$ cat src/rtl/alu_pkg.sv
// Shared ALU definitions: control codes, MUL sequencer state type, control width.
package alu_pkg;

    localparam int unsigned ALU_CTRL_W = 4;

    localparam logic [ALU_CTRL_W-1:0] ALU_AND = 4'd0;
    localparam logic [ALU_CTRL_W-1:0] ALU_OR  = 4'd1;
    localparam logic [ALU_CTRL_W-1:0] ALU_ADD = 4'd2;
    localparam logic [ALU_CTRL_W-1:0] ALU_SUB = 4'd6;
    localparam logic [ALU_CTRL_W-1:0] ALU_SLT = 4'd7;
    localparam logic [ALU_CTRL_W-1:0] MUL_OP  = 4'd8;

    typedef enum logic [1:0] {
        IDLE = 2'd0,
        BUSY = 2'd1,
        DONE = 2'd2
    } mul_state_t;

endpackage

$ cat src/rtl/mul_step.sv
// One shift-add multiply step: retires BITS_PER_CYCLE multiplier bits per call.
module mul_step #(
    parameter int unsigned DATA_W         = 32,
    parameter int unsigned BITS_PER_CYCLE = 1
) (
    input  logic [DATA_W-1:0] acc,
    input  logic [DATA_W-1:0] mcand,
    input  logic [DATA_W-1:0] mplier,
    output logic [DATA_W-1:0] acc_next,
    output logic [DATA_W-1:0] mcand_next,
    output logic [DATA_W-1:0] mplier_next
);

    logic [DATA_W-1:0] partial;
    logic [DATA_W-1:0] mplier_sh;

    // Partial product of the low multiplier chunk, weighted bit by bit.
    always_comb begin
        partial   = '0;
        mplier_sh = mplier;
        for (int unsigned i = 0; i < BITS_PER_CYCLE; i++) begin
            if (mplier_sh[0]) partial = partial + (mcand << i);
            mplier_sh = mplier_sh >> 1;
        end
        acc_next    = acc + partial;
        mcand_next  = mcand << BITS_PER_CYCLE;
        mplier_next = mplier >> BITS_PER_CYCLE;
    end

endmodule

$ cat src/rtl/alu_mul_sequencer.sv
// Multi-cycle MUL controller for the EX stage: stalls, iterates shift-add, presents result one cycle.
// Optional MUL_EARLY_TERM_EN: finish as soon as the remaining multiplier bits are all zero.
module alu_mul_sequencer
    import alu_pkg::*;
#(
    parameter int unsigned DATA_W         = 32,
    parameter int unsigned BITS_PER_CYCLE = 1
) (
    input  logic                  clk,
    input  logic                  arst_n,
    input  logic                  ex_valid,
    input  logic [ALU_CTRL_W-1:0] alu_control,
    input  logic                  flush,
    input  logic [DATA_W-1:0]     op_a,
    input  logic [DATA_W-1:0]     op_b,
    output logic                  stall_o,
    output logic                  result_valid_o,
    output logic [DATA_W-1:0]     result_o
);

    localparam int unsigned N_STEPS = DATA_W / BITS_PER_CYCLE;
    localparam int unsigned CNT_W   = $clog2(N_STEPS + 1);

    mul_state_t        state, state_next;
    logic [DATA_W-1:0] acc, acc_n, mcand, mcand_n, mplier, mplier_n;
    logic [CNT_W-1:0]  cnt, cnt_n;
    logic [DATA_W-1:0] acc_step, mcand_step, mplier_step;
    logic              start_c, last_step_c;

    mul_step #(
        .DATA_W        (DATA_W),
        .BITS_PER_CYCLE(BITS_PER_CYCLE)
    ) u_step (
        .acc        (acc),
        .mcand      (mcand),
        .mplier     (mplier),
        .acc_next   (acc_step),
        .mcand_next (mcand_step),
        .mplier_next(mplier_step)
    );

    assign start_c = ex_valid && (alu_control == MUL_OP) && !flush;

`ifdef MUL_EARLY_TERM_EN
    assign last_step_c = (cnt == CNT_W'(N_STEPS - 1)) || (mplier_step == '0);
`else
    assign last_step_c = (cnt == CNT_W'(N_STEPS - 1));
`endif

    // Stall is combinational so the pipeline freezes in the same cycle the MUL is seen.
    assign stall_o = arst_n && (((state == IDLE) && start_c) || (state == BUSY));

    // Next-state and datapath update.
    always_comb begin
        state_next = state;
        acc_n      = acc;
        mcand_n    = mcand;
        mplier_n   = mplier;
        cnt_n      = cnt;
        case (state)
            IDLE: begin
                if (start_c) begin
                    acc_n      = '0;
                    mcand_n    = op_a;
                    mplier_n   = op_b;
                    cnt_n      = '0;
                    state_next = BUSY;
                end
            end
            BUSY: begin
                if (flush) begin
                    state_next = IDLE;
                end else begin
                    acc_n    = acc_step;
                    mcand_n  = mcand_step;
                    mplier_n = mplier_step;
                    cnt_n    = cnt + CNT_W'(1);
                    if (last_step_c) state_next = DONE;
                end
            end
            DONE:    state_next = IDLE;
            default: state_next = IDLE;
        endcase
    end

    always_ff @(posedge clk or negedge arst_n) begin
        if (!arst_n) begin
            state          <= IDLE;
            acc            <= '0;
            mcand          <= '0;
            mplier         <= '0;
            cnt            <= '0;
            result_o       <= '0;
            result_valid_o <= 1'b0;
        end else begin
            state          <= state_next;
            acc            <= acc_n;
            mcand          <= mcand_n;
            mplier         <= mplier_n;
            cnt            <= cnt_n;
            result_valid_o <= (state_next == DONE);
            // Capture the final step's sum as it enters DONE; held until the next product.
            if ((state == BUSY) && (state_next == DONE)) result_o <= acc_step;
        end
    end

endmodule

$ cat config.mk
export PLATFORM = sky130hd
export DESIGN_NAME = alu_mul_sequencer
export DESIGN_NICKNAME = d
export VERILOG_FILES = /design/src/rtl/alu_pkg.sv /design/src/rtl/mul_step.sv /design/src/rtl/alu_mul_sequencer.sv
export SDC_FILE = /design/constraint.sdc
export NUM_CORES = 1
export LEC_CHECK = 0
export ABC_AREA = 1
export BUFFER_PORTS_ARGS = -buffer_cell sky130_fd_sc_hd__buf_2
export CORE_ASPECT_RATIO = 1.75
export CORE_UTILIZATION = 50
export DETAILED_ROUTE_END_ITERATION = 8
export PLACE_DENSITY = 0.81
export SLEW_MARGIN = 20
export SYNTH_ARGS = -nofsm -noshare
export SYNTH_HDL_FRONTEND = slang
export SYNTH_SLANG_ARGS = --single-unit
$ cat constraint.sdc
create_clock -name clk -period 5.7 [get_ports clk]
set_input_delay 1.14 -clock clk [delete_from_list [all_inputs] [get_ports clk]]
set_output_delay 1.14 -clock clk [all_outputs]
set_load 0.03 [all_outputs]
# [Yosys cells after proc, flatten, opt, wreduce, memory -nomap -nowiden]
# Cells that the tools add are included.
[word_totals] register_bits=137 latch_bits=0 ram_bits=0 romBits=0 input_bits=72 out_inout_bits=34 elab_cells=42 mem_count=0
[classes] addsub=2 n_mul=0 div=0 order_cmp=0 eq_ne=6 n_shift=0 muxes=17 bitwise=0 n_reduce_logical=10
[op_table] operator="$mux 32" count=7
[op_table] operator="$pmux 32 s2" count=3
[op_table] operator="$add 32x32->32" count=1
[op_table] operator="$mux 6" count=2
[op_table] operator="$pmux 6 s2" count=1
[op_table] operator="$add 6x1->6 const B" count=1
[op_table] operator="$eq 6x5->1 const B" count=1
[op_table] operator="$mux 2" count=3
[op_table] operator="$logic_and 1x1->1" count=5
[op_table] operator="$eq 4x4->1 const B" count=1
[op_table] operator="$ne 2x2->1 const B" count=2
[op_table] operator="$pmux 2 s2" count=1
[op_table] operator="$reduce_and 3->1" count=1
[op_table] operator="$eq 2x1->1 const B" count=1
[op_table] operator="$eq 2x2->1 const B" count=1
[op_table] operator="$logic_not 2->1" count=1
[op_table] operator="$reduce_bool 2->1" count=1
[op_table] operator="$logic_not 1->1" count=1
[op_table] operator="$logic_or 1x1->1" count=1

# [Longest topological paths before layout]
[logic_depth] depth_word=7 depth_mapped=16 ltp_nobuf=14

# [Hierarchy]
# Synthesis repeated with hierarchy kept, for this count alone.
[hier_totals] hier_cells=1478 area_unflattened_um2=9494.1
[modules_own_cells] module="alu_mul_sequencer" instances=1 cells_per_inst=856 area_per_inst_um2=6438.7
[modules_own_cells] module="mul_step" instances=1 cells_per_inst=622 area_per_inst_um2=3055.4

# [Worst setup path before layout]
# OpenSTA, ideal clock, no wires.
[synth_path] kind="input-to-output" startpoint="input port alu_control[1]" endpoint="output port stall_o" arrival_time_ns=2.245 required_time_ns=4.560 setup_slack_ns=2.315 stages=5 path_buffers=0 cell_sequence="nor2_1 nand4_1 nor2_1 nand3_1 a21boi_0"
[synth_via] elab_chain_cells=6
[synth_rtl] item="from (decl)" line_no="alu_mul_sequencer.sv:12" source="input logic [ALU_CTRL_W-1:0] alu_control,"
[synth_rtl] item="$eq 4x4->1" line_no="alu_mul_sequencer.sv:42" source="assign start_c = ex_valid && (alu_control == MUL_OP) && !flush;"
[synth_rtl] item="$logic_and 1x1->1 (2 in series)" line_no="alu_mul_sequencer.sv:42"
[synth_rtl] item="$logic_and 1x1->1" line_no="alu_mul_sequencer.sv:51" source="assign stall_o = arst_n && (((state == IDLE) && start_c) || (state == BUSY));"
[synth_rtl] item="$logic_or 1x1->1" line_no="alu_mul_sequencer.sv:51"
[synth_rtl] item="$logic_and 1x1->1" line_no="alu_mul_sequencer.sv:51"
[synth_rtl] item="to (decl)" line_no="alu_mul_sequencer.sv:16" source="output logic stall_o,"
# No other way between the ends.

# [Worst setup path after layout]
# Same ends and word-level chain as after synthesis.

==> flow_summary.ini <==
[place]
place.port_buffers = 105
gp_congestion = 0.934
dp_hpwl_mm = 14.9
dp.cells = 1485

[floorplanning]
fp.dieW_um = 99.8
start_util_pct = 51.1
core_um2 = 16400
die_h_um = 173
dieArea_um2 = 17300
row_count = 62
boundaryPins = 106

[synth]
async_flop_share_pct = 100
synth.largest_area_cell = dfrtp_1
syn_area_um2 = 8370
syn-mean-instance-area_um2 = 6.99
syn_inst = 1197
ys_seq_elements = 137
synthDistinctLibCells = 29
synth_top_area_share_pct = 41.0
synth_edf_count = 0
synth-seq-area-share_pct = 41.0
synthTopCellsByArea = dfrtp_1 (41%), nand2_1 (20%), inv_1 (9.5%), o211ai_1 (5.2%), ha_1 (4.8%)
ys.flop_type = dfrtp_1
ys_warn_count = 0
synthesis.nets = 1302

[sta]
clock.fmax_ghz = 0.296
period_minus_slack_ps = 3380
hold_slack_ps = 474
skew_ps = 12.1
slew_headroom_pct = 30.1
drv_slew = 0
tns_ps = 0
finalHoldViolCount = 0
finalCritPeriodShare_pct = 59.3
rsz0062_at_grt = no
worst_slew_pin_slew_ps = 1050
setup-violations-final = 0

[critical_path]
rrSetupSlack_ps = 2590
crit_chain = buf_2 -> nor2_1 -> nand4_1 -> nor2_1 -> nand3_1 -> a21boi_0 -> buf_2
crit_type = in -> out
worstSetupStartpoint = alu_control[1]
setup.worst_path.start_class = primary input
r2r-start = state[1]
arrival_ps = 2240
endpoint_kind = primary output
cp_max_fo = 5
slowest_stage = a21boi_0
slowest_delay_ps = 250
required_ps = 4560

[final_layout]
drive_above_1_share_pct = 11.3
final_cell_mix = nand2_1 (436), inv_1 (212), dfrtp_1 (137)
synthToLayoutAreaGrowth_pct = 14.1
n_antenna_cell = 0
layout_commonest_cell = nand2_1
nets = 1385
layoutNonFillerInstCount = 1517

[worst_hold_path]
hp-class = reg -> reg
min_from = result_o[22]

[clocking]
clock_latency_ps = 430
cts_tree = yes
clk_pin_slew_worst_paths_ps = 60
clock_path_buffers = 2
htreeDepth = 4
cts_resized = 0
hold_buffers = 0
cts_setup_buffers = 0
cts-root-buf = clkbuf_16
numCtsBuffers = 17
numClockSinks = 137

[global_route]
grt.total_usage_pct = 25.3
grt_max_degree = 125
grt_pass1_wl_mm = 34.3
grt-ovfl-total = 0
antenna_found_initial = 0
first_global_vias = 7525

[job]
maxCapViolations = 0

[drt]
avgRoutedWirePerCell_um = 13.4
dr_total_vias = 7671
drtAntennaViolNets = 0
viasPerCell = 5.06
drc_errors = 0
drtPass1Iterations = 6
finalWirelength_mm = 20.3
drt_iter0_drc = 475

[power_and_ir_drop]
p_total_mw = 3.61
ir_worst_vdd_uv = 239
p_leak_nw = 5.40
powerDensity_nw_per_um2 = 378

[run_status]
status = complete, no violations
-- layout make-up --
type / count / area (µm²)
clock inverters: 14 / 111
fillers: 1536 / 6820
multi-input cells: 800 / 3930
flip-flops and latches: 137 / 3430
well taps: 224 / 280
inverters: 215 / 807
repair buffers: 109 / 566
clock buffers: 18 / 429
-- stage by stage --
step	cell area (µm²)	worst slack [ps]	util (%)
after global placement	9000	2090	55.0
after detailed placement	9000	2030	55.0
after floorplan	8370	2310	-
final	9550	2320	58.3
after global routing	9550	2140	58.3
after CTS	9540	2280	58.3
-- cells by family (layout without fill, tap and decap cells) --
logic type      count (synthesis)  count (layout)  synth area share (%)
buf+inv                       260             356                  12.2
xor+xnor                       16              16                  1.68
flops                         137             137                  41.0
simple gates                  569             569                  27.2
compound gates                182             182                  12.9
fa+ha+maj                      33              33                  5.03
-- where the power goes --
| group | internal, mW | switching (mW) |
|---|---|---|
| Clock | 0.565 | 0.466 |
| Sequential | 1.20 | 0.140 |
| Combinational | 0.442 | 0.800 |
| Total | 2.20 | 1.41 |
-- cell usage after synthesis (3+ instances only) --
master,number
o21ai_0,32
buf_4,7
nand3_1,68
clkbuf_1,24
inv_2,3
nor2_1,47
nand3b_1,5
o21bai_1,3
dfrtp_1,137
xnor2_1,11
ha_1,32
o21ai_1,59
buf_2,12
o211ai_1,58
nand4_1,5
xor2_1,5
a21oi_1,22
o31ai_1,4
nand2_1,436
inv_1,212
nor3_1,3
-- worst max-delay path, delay by kind of cell --
| family | cells | cell delay (ps) |
|---|---|---|
| AND/OR/NAND/NOR | 4 | 530 |
| buffers and inverters | 2 | 320 |
| AO/OA/AOI/OAI | 1 | 250 |
-- routing by layer --
layer	share of wire [%]	vias up	global-route usage, %	wire [µm]
li1	-	3930	-	-
met1	40	3499	29.3	8150
met2	52	189	44.0	10600
met3	4.0	53	4.08	806
met4	3.8	0	13.7	776
met5	0	-	0	0
-- path summary, 6_finish.rpt --
path	to	cells past startpoint
min in group asynchronous	result_o[30]	1
min	result_o[22]	2
max reg2reg	mcand[5]	8
max	stall_o	7
max in group asynchronous	result_o[5]	2
min reg2reg	result_o[22]	2
-- sequential cells by signal, summed over array words and instances, names as in the netlist --
| name | count |
|---|---|
| acc | 32 |
| cnt | 6 |
| mcand | 32 |
| mplier | 32 |
| result_o | 32 |
| result_valid_o | 1 |
| state | 2 |
No activity file was read; power rests on OpenSTA's default activity.
